[src/rtl/adc_pkg.sv]
// Shared constants for the ADC frame header word; readout software decodes
// headers with the same field positions.
package adc_pkg;

    localparam logic [7:0] ADC_HDR_SYNC     = 8'hA5;
    localparam int         ADC_HDR_SYNC_LSB = 24;
    localparam int         ADC_HDR_NCH_LSB  = 16;
    localparam int         ADC_HDR_SEQ_LSB  = 0;

    function automatic logic [31:0] adc_make_header(input logic [7:0]  nch,
                                                    input logic [15:0] seq);
        logic [31:0] h;
        h = '0;
        h[ADC_HDR_SYNC_LSB +: 8] = ADC_HDR_SYNC;
        h[ADC_HDR_NCH_LSB  +: 8] = nch;
        h[ADC_HDR_SEQ_LSB  +: 16] = seq;
        return h;
    endfunction

endpackage

[src/rtl/adc_frame_packer_if.sv]
// Word push link between the frame packer and the stream FIFO.
// valid/ready: a word moves on any cycle with push_valid && push_ready; once
// push_valid is raised it stays high and push_data stays stable until that cycle.
interface adc_frame_packer_if;

    logic        push_valid;
    logic [31:0] push_data;
    logic        push_ready;

    modport master (output push_valid, output push_data, input push_ready);
    modport slave  (input push_valid, input push_data, output push_ready);

endinterface

[src/rtl/adc_frame_packer.sv]
// Captures one ADC conversion frame and serialises it as a header word plus
// one sign-extended 32-bit word per channel; frames arriving mid-drain are dropped.
module adc_frame_packer
    import adc_pkg::*;
#(
    parameter int NUM_CH      = 8,
    parameter int SAMPLE_BITS = 24
) (
    input  logic                          clk,
    input  logic                          rst,
    input  logic                          enable,
    input  logic                          frame_valid,
    input  logic [NUM_CH*SAMPLE_BITS-1:0] frame_data,
    output logic                          frame_ready,
    adc_frame_packer_if.master            push,
    output logic                          busy,
    output logic [15:0]                   seq_num,
    output logic                          drop_sticky,
    output logic [15:0]                   drop_count,
    input  logic                          drop_clear,
    output logic [1:0]                    state_dbg
);

    localparam int IDX_W = (NUM_CH > 1) ? $clog2(NUM_CH) : 1;
    localparam logic [IDX_W-1:0] LAST_IDX = IDX_W'(NUM_CH - 1);

    typedef enum logic [1:0] {
        ST_IDLE = 2'd0,
        ST_HDR  = 2'd1,
        ST_DATA = 2'd2
    } state_t;

    state_t                 state_q, state_d;
    logic [IDX_W-1:0]       ch_q, ch_d;
    logic [SAMPLE_BITS-1:0] sample_q [NUM_CH];
    logic [15:0]            seq_q;
    logic [15:0]            hdr_seq_q;
    logic                   sticky_q;
    logic [15:0]            cnt_q;
    logic                   accept;
    logic                   drop;
    logic                   xfer;
    logic signed [SAMPLE_BITS-1:0] cur_sample;

    assign frame_ready = (state_q == ST_IDLE) && enable;
    assign accept      = frame_valid && frame_ready;
    assign drop        = frame_valid && enable && (state_q != ST_IDLE);
    assign xfer        = push.push_valid && push.push_ready;

    assign busy        = (state_q != ST_IDLE);
    assign seq_num     = seq_q;
    assign drop_sticky = sticky_q;
    assign drop_count  = cnt_q;
    assign state_dbg   = state_q;

    always_ff @(posedge clk) begin
        if (rst) begin
            state_q <= ST_IDLE;
            ch_q    <= '0;
        end else begin
            state_q <= state_d;
            ch_q    <= ch_d;
        end
    end

    // Outputs decode only registered state, so push_ready never reaches push_valid.
    always_comb begin
        state_d         = state_q;
        ch_d            = ch_q;
        push.push_valid = 1'b0;
        push.push_data  = '0;
        cur_sample      = sample_q[ch_q];
        case (state_q)
            ST_IDLE: begin
                if (accept) begin
                    state_d = ST_HDR;
                    ch_d    = '0;
                end
            end
            ST_HDR: begin
                push.push_valid = 1'b1;
                push.push_data  = adc_make_header(8'(NUM_CH), hdr_seq_q);
                if (xfer) state_d = ST_DATA;
            end
            ST_DATA: begin
                push.push_valid = 1'b1;
                push.push_data  = 32'(cur_sample);
                if (xfer) begin
                    if (ch_q == LAST_IDX) state_d = ST_IDLE;
                    else                  ch_d    = ch_q + 1'b1;
                end
            end
            default: state_d = ST_IDLE;
        endcase
    end

    always_ff @(posedge clk) begin
        for (int i = 0; i < NUM_CH; i++) begin
            if (accept) sample_q[i] <= frame_data[i*SAMPLE_BITS +: SAMPLE_BITS];
        end
    end

    always_ff @(posedge clk) begin
        if (rst) begin
            seq_q     <= '0;
            hdr_seq_q <= '0;
        end else if (accept) begin
            hdr_seq_q <= seq_q;
            seq_q     <= seq_q + 16'd1;
        end
    end

    // A drop in the same cycle as drop_clear restarts the count at one.
    always_ff @(posedge clk) begin
        if (rst) begin
            sticky_q <= 1'b0;
            cnt_q    <= '0;
        end else if (drop) begin
            sticky_q <= 1'b1;
            if (drop_clear)             cnt_q <= 16'd1;
            else if (cnt_q != 16'hFFFF) cnt_q <= cnt_q + 16'd1;
        end else if (drop_clear) begin
            sticky_q <= 1'b0;
            cnt_q    <= '0;
        end
    end

endmodule
[src/flat_wrapper.sv]
// flat-port wrapper written by rule: the top's interface ports become plain ports
module adc_frame_packer_flat import adc_pkg::*;
#(
    parameter int NUM_CH      = 8,
    parameter int SAMPLE_BITS = 24
)
  (clk, rst, enable, frame_valid, frame_data, frame_ready, busy, seq_num, drop_sticky, drop_count, drop_clear, state_dbg, push_push_valid, push_push_data, push_push_ready);
  adc_frame_packer_if push_i ();
  input  logic clk;
  input  logic rst;
  input  logic enable;
  input  logic frame_valid;
  input  logic [NUM_CH*SAMPLE_BITS-1:0] frame_data;
  output logic frame_ready;
  output logic busy;
  output logic [15:0] seq_num;
  output logic drop_sticky;
  output logic [15:0] drop_count;
  input  logic drop_clear;
  output logic [1:0] state_dbg;
  output wire logic [$bits(push_i.push_valid)-1:0] push_push_valid;
  output wire logic [$bits(push_i.push_data)-1:0] push_push_data;
  input wire logic [$bits(push_i.push_ready)-1:0] push_push_ready;
  assign push_push_valid = push_i.push_valid;
  assign push_push_data = push_i.push_data;
  assign push_i.push_ready = push_push_ready;
  adc_frame_packer #(.NUM_CH(NUM_CH), .SAMPLE_BITS(SAMPLE_BITS)) u_core (.clk(clk), .rst(rst), .enable(enable), .frame_valid(frame_valid), .frame_data(frame_data), .frame_ready(frame_ready), .push(push_i), .busy(busy), .seq_num(seq_num), .drop_sticky(drop_sticky), .drop_count(drop_count), .drop_clear(drop_clear), .state_dbg(state_dbg));
endmodule
[config.mk]
export PLATFORM = sky130hd
export DESIGN_NAME = adc_frame_packer_flat
export DESIGN_NICKNAME = d
export VERILOG_FILES = /design/src/rtl/adc_pkg.sv /design/src/rtl/adc_frame_packer_if.sv /design/src/rtl/adc_frame_packer.sv /design/src/flat_wrapper.sv
export SDC_FILE = /design/constraint.sdc
export NUM_CORES = 1
export LEC_CHECK = 0
export ABC_AREA = 1
export CAP_MARGIN = 0
export CORE_MARGIN = 4
export CORE_UTILIZATION = 45
export DETAILED_ROUTE_END_ITERATION = 8
export GPL_ROUTABILITY_DRIVEN = 0
export HOLD_SLACK_MARGIN = 0.12
export PLACE_DENSITY = 0.74
export REMOVE_ABC_BUFFERS = 1
export SLEW_MARGIN = 30
export SYNTH_ARGS = -nofsm -noshare
export SYNTH_HDL_FRONTEND = slang
export SYNTH_SLANG_ARGS = --single-unit
[constraint.sdc]
create_clock -name clk -period 7.53 [get_ports clk]
set_input_delay 1.1295 -clock clk [delete_from_list [all_inputs] [get_ports clk]]
set_output_delay 1.1295 -clock clk [all_outputs]
set_load 0.1 [all_outputs]
* Word-level counts from Yosys, hierarchy flattened
Memory sizes are Yosys's and may differ from the RTL's. A register that Yosys moved wholly into a read port is not among the register bits. Cells that the tools add are included.
Cells by class: add/sub/neg operators 3, eq/ne operators 9, mux-type cells 21, reduce and logical (&&, ||, !) cells 14
Operator list (number):
- 16-bit two-way mux | 4
- 32-bit case mux with 2 select lines | 1
- 16-bit by 1-bit adder with 16-bit output, second input constant | 2
- 16-bit inequality test, second input constant | 1
- 3-bit two-way mux | 5
- 2-bit two-way mux | 4
- 2-bit by 1-bit inequality test with 1-bit output, second input constant | 4
- 4-bit AND reduction | 2
- 2-bit nonzero test | 4
- 2-bit case mux with 3 select lines | 1
- 3-bit case mux with 2 select lines | 1
- 1-bit logical AND | 5
- 1-bit two-way mux | 5
- 3-bit by 1-bit adder with 3-bit output, second input constant | 1
- 3-bit equality test, second input constant | 1
- 2-bit by 1-bit equality test with 1-bit output, second input constant | 1
- 2-bit equality test, second input constant | 1
- 2-bit zero test | 1
- 2-bit inequality test, second input constant | 1
- 2-bit AND reduction | 1
- 2-bit OR reduction | 1
Storage, ports and cells: flip-flop bits (word level) 54, memory bits (writable) 192, input port bits 198, word-level logic and storage cells 54, memories kept 1
Memories:
- u_core.sample_q | depth 8, width 24, read ports 1, clocked after Yosys merged registers in 1, write ports 8, line adc_frame_packer.sv:35 | logic [SAMPLE_BITS-1:0] sample_q [NUM_CH];

* Longest topological paths before layout
depth after elaboration 8, mapped depth 10, gate-level depth less buffers 10

* Worst setup path before layout
Ideal clock, no wire load.
path kind flip-flop to output port, start point register u_core.state_q[0] (netlist: u_core.state_dbg[0]), end point output port push_push_data[5], arrival 4.817 ns, path slack 1.584 ns, cell stages (with the launch flop) 6, buffers on the path 1, cell sequence dfxtp_1 inv_1 ha_1 nand2_1 clkbuf_1 o21ai_0
Between the ends: cells in the longest elaborated chain, start to end 2, elaborated cells between the ends (all ways) 3
RTL lines:
- start: declaration | line adc_frame_packer.sv:33 | state_t state_q, state_d;
- start signal: assignment | line adc_frame_packer.sv:61 | state_q <= state_d;
- 2-bit equality test / 2-bit by 1-bit equality test with 1-bit output (equally long branches) | line adc_frame_packer.sv:73 | case (state_q)
- 32-bit case mux with 2 select lines (*) | line adc_frame_packer.sv:73
- end: declaration | line flat_wrapper.sv:22 | output wire logic [$bits(push_i.push_data)-1:0] push_push_data;
Mark *: on every way between the ends. The rest lies on a longest branch, timed or not.

==> results.txt <==
drt via density: 5.18
Post-Layout Inst Area: 14200 µm²
WHS: 0.461 ns
Leak Pwr: 4.93 nW
clock insertion delay at the later pin of the skew report: 0.52 ns
unrepaired setup endpoints after global routing: false
share of final-layout standard cells stronger than drive strength 1: 0.0645
GRT Residual Overflow: 0
cell count after synthesis: 989
count of boundary I/O pins: 268
worst-path cell chain: inv_2 -> buf_4 -> nor2_1 -> nor2_1 -> o21ai_0 -> o211ai_1 -> nand3_1 -> o21ai_1 -> clkdlybuf4s50_1
depth of the most critical reg-to-reg path: 8
launch point of the worst reg-to-reg path: u_core.state_dbg[0]$_SDFFE_PP0P_
mean instance size in the synthesized netlist: 10.6 µm²
post-CTS clock slew at the launch and capture registers of the worst setup and hold paths: 0.06 ns
horizontal die dimension: 161 µm
end of the worst hold path: u_core.hdr_seq_q[4]$_SDFFE_PP0P_
max-slew headroom at the worst pin: 0.305
count of nets left with antenna violations after detail routing: 0
final core occ: 0.624
DR vias: 8132
global routing met3 resource utilization: 0.0449
Global Route met1 Usage: 0.273
capturing element type of the critical path: primary output
Detailed Route WL: 28100 µm
Die ar.: 25800 µm²
Max Buffers Root-to-Sink: 3
Worst setup SP type: register
Worst EP required: 6.40 ns
TritonCTS clock tree: built
Layout Area Growth over Synthesis: 35.4%
global-route wire length before repair: 43200 µm
reg-to-reg slack, setup: 4.57 ns
fraction of the cycle the final worst path needs: 0.679
Setup Fix Bufs, Post-CTS: 0
die extent in y: 161 µm
Final Hold Violating Endpoints: 0
post-detailed-placement half-perimeter wirelength: 18600 µm
Starting DRT DRC Count: 659
cell row count: 55
number of port buffers: 267
vias in the first global route: 8056
kind of cell with the highest combined delay on the critical path: buffers and inverters
total instance count after detailed placement: 1520
slack of the critical path: 2.42 ns
power density over cell area: 278 nW/µm²
path type of the worst setup path: reg2out
maximum number of pins on one net before global-route repair: 72
fraction of met2 tracks used by global routing: 0.354
DRC errors left: 0
hold crit path type: reg2reg
final non-filler cell total: 1570
final setup violation count: 0
maximum fanout along the worst path: 67
delay of the slowest cell on the worst path: 1.19 ns
number of flip-flops and latches in the synthesized netlist: 249
synth unique cells: 39
cell count along the critical path: 9
antenna violations before repair: 2
endpoint of the worst-slack reg-to-reg timing path: u_core.seq_num[3]$_SDFFE_PP0P_
average detailed-routed wire length per instance: 17.9 µm
buffer and inverter count on the worst path: 3
most used cell along the critical path: nor2_1
Setup Total Neg Slack: 0 ns
result of the run: complete, no violations
upper clock frequency limit: 0.196 GHz
min-delay src: u_core.hdr_seq_q[4]$_SDFFE_PP0P_
max_cap viols: 0
final critical path time including I/O delays and setup: 5.11 ns
Warnings, synthesis: 0
Slew Viols, Final: 0
layer carrying the most global-route usage: met2
placeable core region: 22800 µm²
TritonCTS Buffers: 27
Clock H-tree levels: 1
total number of clock tree sinks: 249
Initial DRT Pass Iterations: 5
overall power consumption: 3.96 mW
Initial Utilization: 0.461
arrival time worst endpoint: 3.98 ns
Worst Tran Pin Value: 1.04 ns
worst IR drop on VDD: 0.167 mV
cell at the slowest stage of the critical path: clkdlybuf4s50_1
cts repair resizes: 0
total cell area at the placement stage: 13300 µm²
global-route total usage across every layer: 0.209
count of hold buffers inserted by post-cts repair: 0
post-place setup slack: 2.93 ns
root buffer cell: clkbuf_16
number of stages on the worst hold path: 2
portion of the post-synthesis area used by sequential elements: 0.658
final worst clock skew: 0.0113 ns
net count reported at finish: 1443
Netlist Area Pre-Place: 10500 µm²
-- cells in the final DEF (no fill, tap or decap), types with 6 or more instances in the layout --
cell type	count
clkdlybuf4s50_1	259
edfxtp_1	192
nor2_1	169
o21ai_0	132
nand2_1	90
inv_1	80
dfxtp_1	54
a21oi_1	53
nand3_1	41
o211ai_1	35
clkbuf_16	27
o22ai_1	12
o21ai_1	12
nand4_1	10
ha_1	9
inv_2	7
buf_2	7
buf_4	6
-- metal layers --
layer / share of wire / up-vias
met5: 0 / -
met1: 0.42 / 3840
met3: 0.075 / 44
li1: - / 3936
met2: 0.48 / 312
met4: 0.024 / 0
-- synthesized netlist by cell type --
library cell	count	share of area
o221ai_1	1	0.00083
buf_2	18	0.0086
inv_1	82	0.029
dfxtp_1	57	0.11
xor2_1	1	0.00083
a211oi_1	2	0.0014
nand3_4	1	0.0017
buf_1	2	0.00072
nand4_1	10	0.0060
nor2_8	1	0.0019
o21ai_0	132	0.063
nand3_1	41	0.020
o2111ai_1	1	0.00083
edfxtp_1	192	0.55
nand2_4	1	0.0011
a22oi_1	1	0.00072
nor2_4	4	0.0043
o22ai_1	12	0.0072
inv_2	4	0.0014
nand2_2	3	0.0018
nand4_4	1	0.0020
buf_4	9	0.0064
o21ai_1	12	0.0057
a31oi_1	2	0.0012
or2_2	3	0.0018
nor2_2	2	0.0012
a21oi_1	53	0.025
buf_6	3	0.0032
nand2_1	90	0.032
a21oi_2	2	0.0017
clkbuf_1	23	0.0082
ha_1	9	0.011
clkbuf_2	1	0.00048
nor2_1	169	0.060
nor3_1	5	0.0024
xnor2_1	1	0.00083
o211a_1	2	0.0019
clkinv_1	1	0.00036
o211ai_1	35	0.025
-- state kept, by name (all words and copies together), names as in the netlist, named ones only --
| register | flops |
|---|---|
| u_core.sample_q | 192 |
| u_core.drop_count | 16 |
| u_core.hdr_seq_q | 16 |
| u_core.seq_num | 16 |
| u_core.ch_q | 3 |
| u_core.state_dbg | 2 |
| u_core.drop_sticky | 1 |
-- cells by family after synthesis --
group | after synthesis | share of synthesized area
AO/OA/AOI/OAI | 255 | 0.135
XOR/XNOR | 2 | 0.00167
adder cells (fa/ha/maj) | 9 | 0.0107
buffers and inverters | 143 | 0.0588
flip-flops | 249 | 0.658
AND/OR/NAND/NOR | 331 | 0.136
-- final cells by class --
| cell class | instances | area, µm² |
|---|---|---|
| clock buffer | 33 | 708 |
| antenna | 2 | 5.00 |
| inverter | 87 | 327 |
| multi-input combinational | 597 | 2970 |
| timing repair buffer | 274 | 2700 |
| fill | 1845 | 8570 |
| tap | 313 | 392 |
| sequential | 249 | 6910 |
| clock inverter | 15 | 194 |
-- worst reg2reg max path: stages, from the launching register on --
cell and delay, ns:
dfxtp_1 0.34, inv_1 0.13, ha_1 0.32, inv_2 0.12, nor2_8 0.65, buf_4 0.83
nand2_1 0.18, o21ai_0 0.22, a21oi_1 0.06
-- power breakdown --
| group | switching, mW | total (mW) | internal [mW] | leakage, nW |
|---|---|---|---|---|
| sequential | 0.0848 | 1.73 | 1.65 | 2.25 |
| combinational | 0.599 | 0.876 | 0.277 | 2.23 |
| clock | 0.515 | 1.35 | 0.833 | 0.444 |
-- how the worst max path moves through the flow --
stage                                                start                  to  slack [ns]
final                                             register  push_push_data[13]        2.42
after detailed placement                          register  push_push_data[10]        2.93
after floorplan           u_core.state_dbg[0]$_SDFFE_PP0P_  push_push_data[23]        0.76
after global routing                              register   push_push_data[9]        2.15
after global placement                            register   push_push_data[0]        2.64
after CTS                                         register  push_push_data[10]        2.35
(Power assumes the default switching activity.)
